File: src/rtl/shift_sequencer_pkg.sv
// Shared definitions for the multi-cycle shift sequencer: op and FSM encodings.
// Optional 4-bit fast stepping is enabled by defining SHIFT_SEQ_FAST4_EN.
package shift_sequencer_pkg;

  localparam int WIDTH_DEF   = 32;
  localparam int SHAMT_W_DEF = 5;

  typedef enum logic {
    OP_SLL = 1'b0,
    OP_SRA = 1'b1
  } op_e;

  typedef enum logic [1:0] {
    IDLE  = 2'd0,
    SHIFT = 2'd1,
    DONE  = 2'd2
  } state_e;

endpackage

File: src/rtl/shift_sequencer_if.sv
// Request/response bundle between the execute stage (master) and the shift sequencer (slave).
interface shift_sequencer_if
  import shift_sequencer_pkg::*;
#(
  parameter int WIDTH   = WIDTH_DEF,
  parameter int SHAMT_W = SHAMT_W_DEF
);

  logic               start;
  op_e                op;
  logic [WIDTH-1:0]   operand;
  logic [SHAMT_W-1:0] shamt;
  logic               busy;
  logic               result_valid;
  logic [WIDTH-1:0]   result;

  modport master (
    output start, op, operand, shamt,
    input  busy, result_valid, result
  );

  modport slave (
    input  start, op, operand, shamt,
    output busy, result_valid, result
  );

endinterface

File: src/rtl/shift_sequencer_shift_step.sv
// Combinational single shift step: 1 bit, or 4 bits when sel4_i is set.
// SRA replicates the sign bit into every vacated position.
module shift_step
  import shift_sequencer_pkg::*;
#(
  parameter int WIDTH = WIDTH_DEF
) (
  input  logic [WIDTH-1:0] data_i,
  input  op_e              op_i,
  input  logic             sel4_i,
  output logic [WIDTH-1:0] data_o
);

  always_comb begin
    data_o = data_i;
    if (sel4_i) begin
      if (op_i == OP_SRA) data_o = {{4{data_i[WIDTH-1]}}, data_i[WIDTH-1:4]};
      else                data_o = {data_i[WIDTH-5:0], 4'b0000};
    end else begin
      if (op_i == OP_SRA) data_o = {data_i[WIDTH-1], data_i[WIDTH-1:1]};
      else                data_o = {data_i[WIDTH-2:0], 1'b0};
    end
  end

endmodule

File: src/rtl/shift_sequencer.sv
// Iterative shifter (SLL/SRA by 0..WIDTH-1): FSM, step counter and data register.
// Define SHIFT_SEQ_FAST4_EN to take 4-bit steps while at least 4 remain.
module shift_sequencer
  import shift_sequencer_pkg::*;
#(
  parameter int WIDTH   = WIDTH_DEF,
  parameter int SHAMT_W = SHAMT_W_DEF
) (
  input  logic               clock,
  input  logic               reset,
  shift_sequencer_if.slave   bus
);

  state_e             state_q, state_d;
  logic [SHAMT_W-1:0] count_q, count_d;
  logic [WIDTH-1:0]   data_q,  data_d;
  op_e                op_q,    op_d;

  logic               sel4;
  logic [SHAMT_W-1:0] step_amt;
  logic [WIDTH-1:0]   step_data;

`ifdef SHIFT_SEQ_FAST4_EN
  assign sel4 = (count_q >= SHAMT_W'(4));
`else
  assign sel4 = 1'b0;
`endif

  assign step_amt = sel4 ? SHAMT_W'(4) : SHAMT_W'(1);

  shift_step #(.WIDTH(WIDTH)) u_step (
    .data_i (data_q),
    .op_i   (op_q),
    .sel4_i (sel4),
    .data_o (step_data)
  );

  always_comb begin
    state_d = state_q;
    count_d = count_q;
    data_d  = data_q;
    op_d    = op_q;
    unique case (state_q)
      IDLE: begin
        if (bus.start) begin
          data_d  = bus.operand;
          count_d = bus.shamt;
          op_d    = bus.op;
          state_d = (bus.shamt == '0) ? DONE : SHIFT;
        end
      end
      SHIFT: begin
        data_d  = step_data;
        count_d = count_q - step_amt;
        // Leave exactly when this step consumes the remaining count, so it never wraps.
        if (count_q == step_amt) state_d = DONE;
      end
      DONE:    state_d = IDLE;
      default: state_d = IDLE;
    endcase
  end

  always_ff @(posedge clock or posedge reset) begin
    if (reset) begin
      state_q <= IDLE;
      count_q <= '0;
      data_q  <= '0;
      op_q    <= OP_SLL;
    end else begin
      state_q <= state_d;
      count_q <= count_d;
      data_q  <= data_d;
      op_q    <= op_d;
    end
  end

  assign bus.busy         = (state_q != IDLE);
  assign bus.result_valid = (state_q == DONE);
  assign bus.result       = data_q;

endmodule

File: src/flat_wrapper.sv
// flat-port wrapper written by rule: the top's interface ports become plain ports
module shift_sequencer_flat import shift_sequencer_pkg::*;
#(
  parameter int WIDTH   = WIDTH_DEF,
  parameter int SHAMT_W = SHAMT_W_DEF
)
  (clock, reset, bus_start, bus_op, bus_operand, bus_shamt, bus_busy, bus_result_valid, bus_result);
  shift_sequencer_if #(.WIDTH(WIDTH), .SHAMT_W(SHAMT_W)) bus_i ();
  input  logic clock;
  input  logic reset;
  input wire logic [$bits(bus_i.start)-1:0] bus_start;
  input wire logic [$bits(bus_i.op)-1:0] bus_op;
  input wire logic [$bits(bus_i.operand)-1:0] bus_operand;
  input wire logic [$bits(bus_i.shamt)-1:0] bus_shamt;
  output wire logic [$bits(bus_i.busy)-1:0] bus_busy;
  output wire logic [$bits(bus_i.result_valid)-1:0] bus_result_valid;
  output wire logic [$bits(bus_i.result)-1:0] bus_result;
  assign bus_i.start = bus_start;
  assign bus_i.op = bus_op;
  assign bus_i.operand = bus_operand;
  assign bus_i.shamt = bus_shamt;
  assign bus_busy = bus_i.busy;
  assign bus_result_valid = bus_i.result_valid;
  assign bus_result = bus_i.result;
  shift_sequencer #(.WIDTH(WIDTH), .SHAMT_W(SHAMT_W)) u_core (.clock(clock), .reset(reset), .bus(bus_i));
endmodule
File: config.mk
export PLATFORM = sky130hd
export DESIGN_NAME = shift_sequencer_flat
export DESIGN_NICKNAME = d
export VERILOG_FILES = /design/src/rtl/shift_sequencer_pkg.sv /design/src/rtl/shift_sequencer_if.sv /design/src/rtl/shift_sequencer_shift_step.sv /design/src/rtl/shift_sequencer.sv /design/src/flat_wrapper.sv
export SDC_FILE = /design/constraint.sdc
export NUM_CORES = 1
export LEC_CHECK = 0
export CAP_MARGIN = 20
export CORE_UTILIZATION = 44
export CTS_CLUSTER_DIAMETER = 50
export DETAILED_ROUTE_END_ITERATION = 6
export GPL_TIMING_DRIVEN = 0
export PLACE_DENSITY_LB_ADDON = 0.15
export SYNTH_ARGS = -nofsm -noshare
export SYNTH_HDL_FRONTEND = slang
export SYNTH_HIERARCHICAL = 1
export SYNTH_SLANG_ARGS = --single-unit
File: constraint.sdc
create_clock -name clock -period 1.3 [get_ports clock]
set_input_delay 0.26 -clock clock [delete_from_list [all_inputs] [get_ports clock]]
set_output_delay 0.26 -clock clock [all_outputs]
set_load 0.05 [all_outputs]
# After elaboration in Yosys (flattened, before gate mapping)
# Cells that the tools add are included.
# W data, S select, Z words.
dict set report totals {
  output_inout_bits 34
  wordCells 29
  regBits 40
}
dict set report op_classes {
  n_addsub 1
  n_reduce_logical 8
  n_eq_ne 6
  muxes 9
}
# cell count
set ops {}
lappend ops {{$mux W32} 2}
lappend ops {{$pmux W32 S2} 1}
lappend ops {{$pmux W5 S2} 1}
lappend ops {{$mux W2} 3}
lappend ops {{$reduce_and A2 Y1} 3}
lappend ops {{$eq A5 B1 Y1 const B} 1}
lappend ops {{$logic_not A5 Y1} 1}
lappend ops {{$mux W5} 1}
lappend ops {{$sub A5 B1 Y5 const B} 1}
lappend ops {{$ne A2 B2 Y1 const B} 2}
lappend ops {{$pmux W2 S2} 1}
lappend ops {{$reduce_bool A2 Y1} 2}
lappend ops {{$reduce_and A3 Y1} 1}
lappend ops {{$eq A2 B1 Y1 const B} 1}
lappend ops {{$eq A2 B2 Y1 const B} 1}
lappend ops {{$logic_not A2 Y1} 1}
lappend ops {{$ne A2 B1 Y1 const B} 1}

# Longest topological paths before layout
dict set report logic_depth {
  ltp_word 4
  ltp_mapped 6
  depth_no_buf 5
}

# By module
# The synthesis kept the hierarchy.
# mod cells_each n_inst area_each_um2
set by_module_without_submodules {}
lappend by_module_without_submodules {shift_sequencer 227 1 1936.9}
lappend by_module_without_submodules {shift_step 49 1 800.8}

# Worst setup path before layout
# Ideal clock, no wire load.
dict set report synth_timing {
  path_kind {register to register}
  from {register u_core.data_q[29], in the netlist u_core/bus.result[29]}
  to {register u_core.data_q[30], in the netlist u_core/bus.result[30]}
  synth_period_minus_slack_ps 1391
  required_ps 1170
  slack_ps -91
  setup_time_ps 130
  stages_incl_launch_ff 5
  t_arrival_ps 1262
  n_path_buf 0
  path_cell_list {dfrtp_1 -> mux2_2 -> mux2_2 -> nand2_1 -> a31oi_1}
}
dict set report synth_via {
  elab_chain_len 2
}
# item line
set synth_lines {}
lappend synth_lines {{start, declared} shift_sequencer.sv:16} ;# logic [WIDTH-1:0] data_q, data_d;
lappend synth_lines {{start signal, assigned} shift_sequencer.sv:72} ;# data_q <= data_d;
lappend synth_lines {{$mux W32} shift_sequencer_shift_step.sv:20} ;# if (op_i == OP_SRA) data_o = {data_i[WIDTH-1], data_i[WIDTH-1:1]};
lappend synth_lines {{via u_core.step_data[30]} shift_sequencer.sv:21} ;# logic [WIDTH-1:0] step_data;
lappend synth_lines {{$pmux W32 S2} shift_sequencer.sv:43} ;# unique case (state_q)
# The timed path passes the listed nets, and every way through them passes these cells. The select of a mux whose other input is x is not followed.
# A chain may end at the register's enable or synchronous reset.

# Worst setup path in the final report
dict set report layout_timing {
  from {register u_core.state_q[0]}
  to {output bus_busy}
}
dict set report layout_via {
  elab_chain_len 1
}
# item line
set layout_lines {}
lappend layout_lines {{start, declared} shift_sequencer.sv:14} ;# state_e state_q, state_d;
lappend layout_lines {{start signal, assigned} shift_sequencer.sv:70} ;# state_q <= state_d;
lappend layout_lines {{$reduce_bool A2 Y1} shift_sequencer.sv:77} ;# assign bus.busy = (state_q != IDLE);
lappend layout_lines {{end, declared} flat_wrapper.sv:15} ;# output wire logic [$bits(bus_i.busy)-1:0] bus_busy;
# No other way between the ends.

==> results.sh <==
export IMPL_route_detailed_drc=0
export IMPL_drt_iter0_drc=229
export IMPL_ios=75
export IMPL_setup_viol_count_final=38
export IMPL_start_util_pct=45.97
export IMPL_power_density_nw_per_um2=3122
export IMPL_cts_buffers=5
export IMPL_ff2ff_setup_slack_ns=-0.12
export IMPL_gp_congestion=0.7990
export IMPL_vias=2633
export IMPL_synth_edf_count=0
export IMPL_drive_gt1_share_pct=41.71
export IMPL_worstPathRequired_ns=1.04
export IMPL_path_class="reg -> out"
export IMPL_antenna_left=0
export IMPL_synthArstFlopShare_pct=100.0
export IMPL_hold_viol_final=0
export IMPL_clk_pin_slew_ns=0.09
export IMPL_synth_seq_cells=40
export IMPL_firstDrtPassIters=4
export IMPL_fin_hold_ws_ns=0.4434
export IMPL_tightestPinTransition_ns=0.8279
export IMPL_grtUsageTotal_pct=26.27
export IMPL_cts_htree_levels=2
export IMPL_wirelength_mm=8.430
export IMPL_irDropWorstVdd_uv=1775
export IMPL_fp_dieArea_um2=6542
export IMPL_die_h_um=80.88
export IMPL_regToRegEndpoint="u_core/count_q[1]"
export IMPL_m1WireLength_mm=3.540
export IMPL_leakagePower_nw=1.653
export IMPL_min_path_type="in -> async"
export IMPL_min_period_ns=1.469
export IMPL_grt_max_degree=41
export IMPL_r2r_cells=6
export IMPL_die_x_um=80.88
export IMPL_cap_violations=0
export IMPL_end_kind="output port"
export IMPL_layout_common_cells="nand2_1 (67), clkdlybuf4s50_1 (40), nor2_1 (33)"
export IMPL_vias_per_cell=5.864
export IMPL_cts_sinks=40
export IMPL_yosysSeqAreaShare_pct=36.56
export IMPL_syn_nets=319
export IMPL_routed_top_layer="met4"
export IMPL_synth_cell_types=37
export IMPL_rsz0062_at_grt="true"
export IMPL_wl_per_cell_um=18.78
export IMPL_antenna_found_initial=0
export IMPL_dpl_hpwl_mm=5.380
export IMPL_syn_area_per_cell_um2=9.919
export IMPL_skew_ns=0.006390
export IMPL_syn2layout_area_growth_pct=44.20
export IMPL_fp_coreArea_um2=5956
export IMPL_antenna_cells=0
export IMPL_cts_hold_buffers=0
export IMPL_wl_met3_um=506
export IMPL_max_freq_mhz=680.6
export IMPL_port_buffers=74
export IMPL_path_max_fanout=5
export IMPL_status="finished, violations left"
export IMPL_period_share_pct=113.0
export IMPL_yosysWarnings=6
export IMPL_overflow=0
export IMPL_met2_length_mm=4.184
export IMPL_final_nets=416
export IMPL_clk_latency_ns=0.30
export IMPL_drv_slew=0
export IMPL_cts_max_path_buffers=2
export IMPL_failed_checks="negative setup slack"
export IMPL_cts_tree="yes"
export IMPL_cp_data_arrival_time_ns=1.21
export IMPL_design_area_um2=3948
export IMPL_rows=28
export IMPL_grt_pass1_vias=2572
export IMPL_placed_cell_area_um2=3607
export IMPL_timing_rr_start="u_core/state_q[0]"
export IMPL_cts_root_buffer="clkbuf_8"
export IMPL_synthesis_area_um2=2738
export IMPL_grt_pass1_wl_mm=12.84
export IMPL_syn_inst=276
export IMPL_final_common_cell="nand2_1"
export IMPL_worst_slack_ns=-0.1694
export IMPL_ys_flop_type="dfrtp_1"
export IMPL_slew_headroom_pct=44.72
export IMPL_start_kind="register"
==> synthesized netlist by cell type, types with 2 or more instances <==
| library cell | count | share of area (%) |
|---|---|---|
| nand2_1 | 67 | 9.2 |
| dfrtp_1 | 40 | 37 |
| nor2_1 | 34 | 4.7 |
| a31oi_1 | 32 | 7.3 |
| mux4_2 | 26 | 21 |
| buf_2 | 19 | 3.5 |
| a21oi_1 | 6 | 1.1 |
| mux2_2 | 5 | 2.1 |
| mux2i_1 | 5 | 1.8 |
| inv_1 | 4 | 0.55 |
| o21ai_0 | 4 | 0.73 |
| buf_6 | 3 | 1.2 |
| nand2b_1 | 3 | 0.69 |
| buf_12 | 2 | 1.5 |
| ha_1 | 2 | 0.91 |
| nor3b_1 | 2 | 0.55 |
| or2b_1 | 2 | 0.55 |
==> worst max path at each step <==
stage	startpoint	slack, ns	cells past startpoint	end
after detailed placement	u_core/state_q[0]	-0.47	3	bus_result_valid
after floorplan	u_core/bus.result[4]	-0.04	3	u_core/bus.result[5]
after global routing	u_core/state_q[0]	-0.20	3	bus_busy
after global placement	reset	-0.89	2	u_core/bus.result[28]
after CTS	u_core/state_q[0]	-0.16	3	bus_busy
final	u_core/state_q[0]	-0.17	3	bus_busy
==> cells by family (layout without fill, tap and decap cells) <==
| group | Yosys count | in the layout | synth area share (%) |
|---|---|---|---|
| flip-flops | 40 | 40 | 36.56 |
| adder cells (fa/ha/maj) | 2 | 2 | 0.9139 |
| AND/OR/NAND/NOR | 115 | 115 | 17.41 |
| buffers and inverters | 29 | 127 | 6.993 |
| XOR/XNOR | 1 | 1 | 0.3200 |
| multiplexers | 37 | 37 | 25.82 |
| other | 1 | 1 | 0.1370 |
| AO/OA/AOI/OAI | 51 | 51 | 11.84 |
==> metrics by stage <==
stage	total power [mW]	setup TNS (ns)	worst slack [ns]	util [%]	instances
final	12.33	-2.713	-0.1694	66.28	449
after global routing	13.00	-4.430	-0.2029	66.28	449
after CTS	11.39	-0.3213	-0.1620	62.21	439
after detailed placement	10.39	-21.73	-0.4651	60.57	425
after global placement	10.21	-50.09	-0.8945	60.57	425
after floorplan	8.076	-0.1280	-0.04162	-	276
==> flip-flops by register name, indices dropped and copies added, names as in the netlist <==
name	flops
u_core/bus.result	32
u_core/count_q	5
u_core/op_q	1
u_core/state_q	2
==> report_power, final <==
group	internal, mW	switching, mW	total, mW
sequential	1.99	1.09	3.09
combinational	3.71	4.64	8.35
clock	0.424	0.462	0.886
total	6.13	6.19	12.3
==> routing by layer <==
layer | vias up | GRT usage (%)
met3 | 19 | 4.494
li1 | 1191 | -
met1 | 1308 | 34.46
met5 | - | 0
met4 | 0 | 6.429
met2 | 115 | 45.13
==> critical path, cell delays in order (launching register included) <==
cell	delay (ns)
dfrtp_1	0.40
buf_6	0.13
or2_4	0.23
buf_8	0.15
==> final cells by class <==
class / instances / area [um2]
Buffer: 24 / 271.5
Clock buffer: 6 / 82.58
Clock inverter: 2 / 10.01
Fill cell: 492 / 2008
Inverter: 4 / 15.01
Multi-Input combinational cell: 207 / 1627
Sequential cell: 40 / 1035
Tap cell: 75 / 93.84
Timing Repair Buffer: 91 / 813.3
==> repair_timing <==
action                     4_1_cts  5_1_grt
buffers inserted                 6        5
resized for setup              210       36
setup endpoints to repair       73       52
pin swaps                        1       20
cloned                           1        5
No activity file was read; power rests on OpenSTA's default activity.
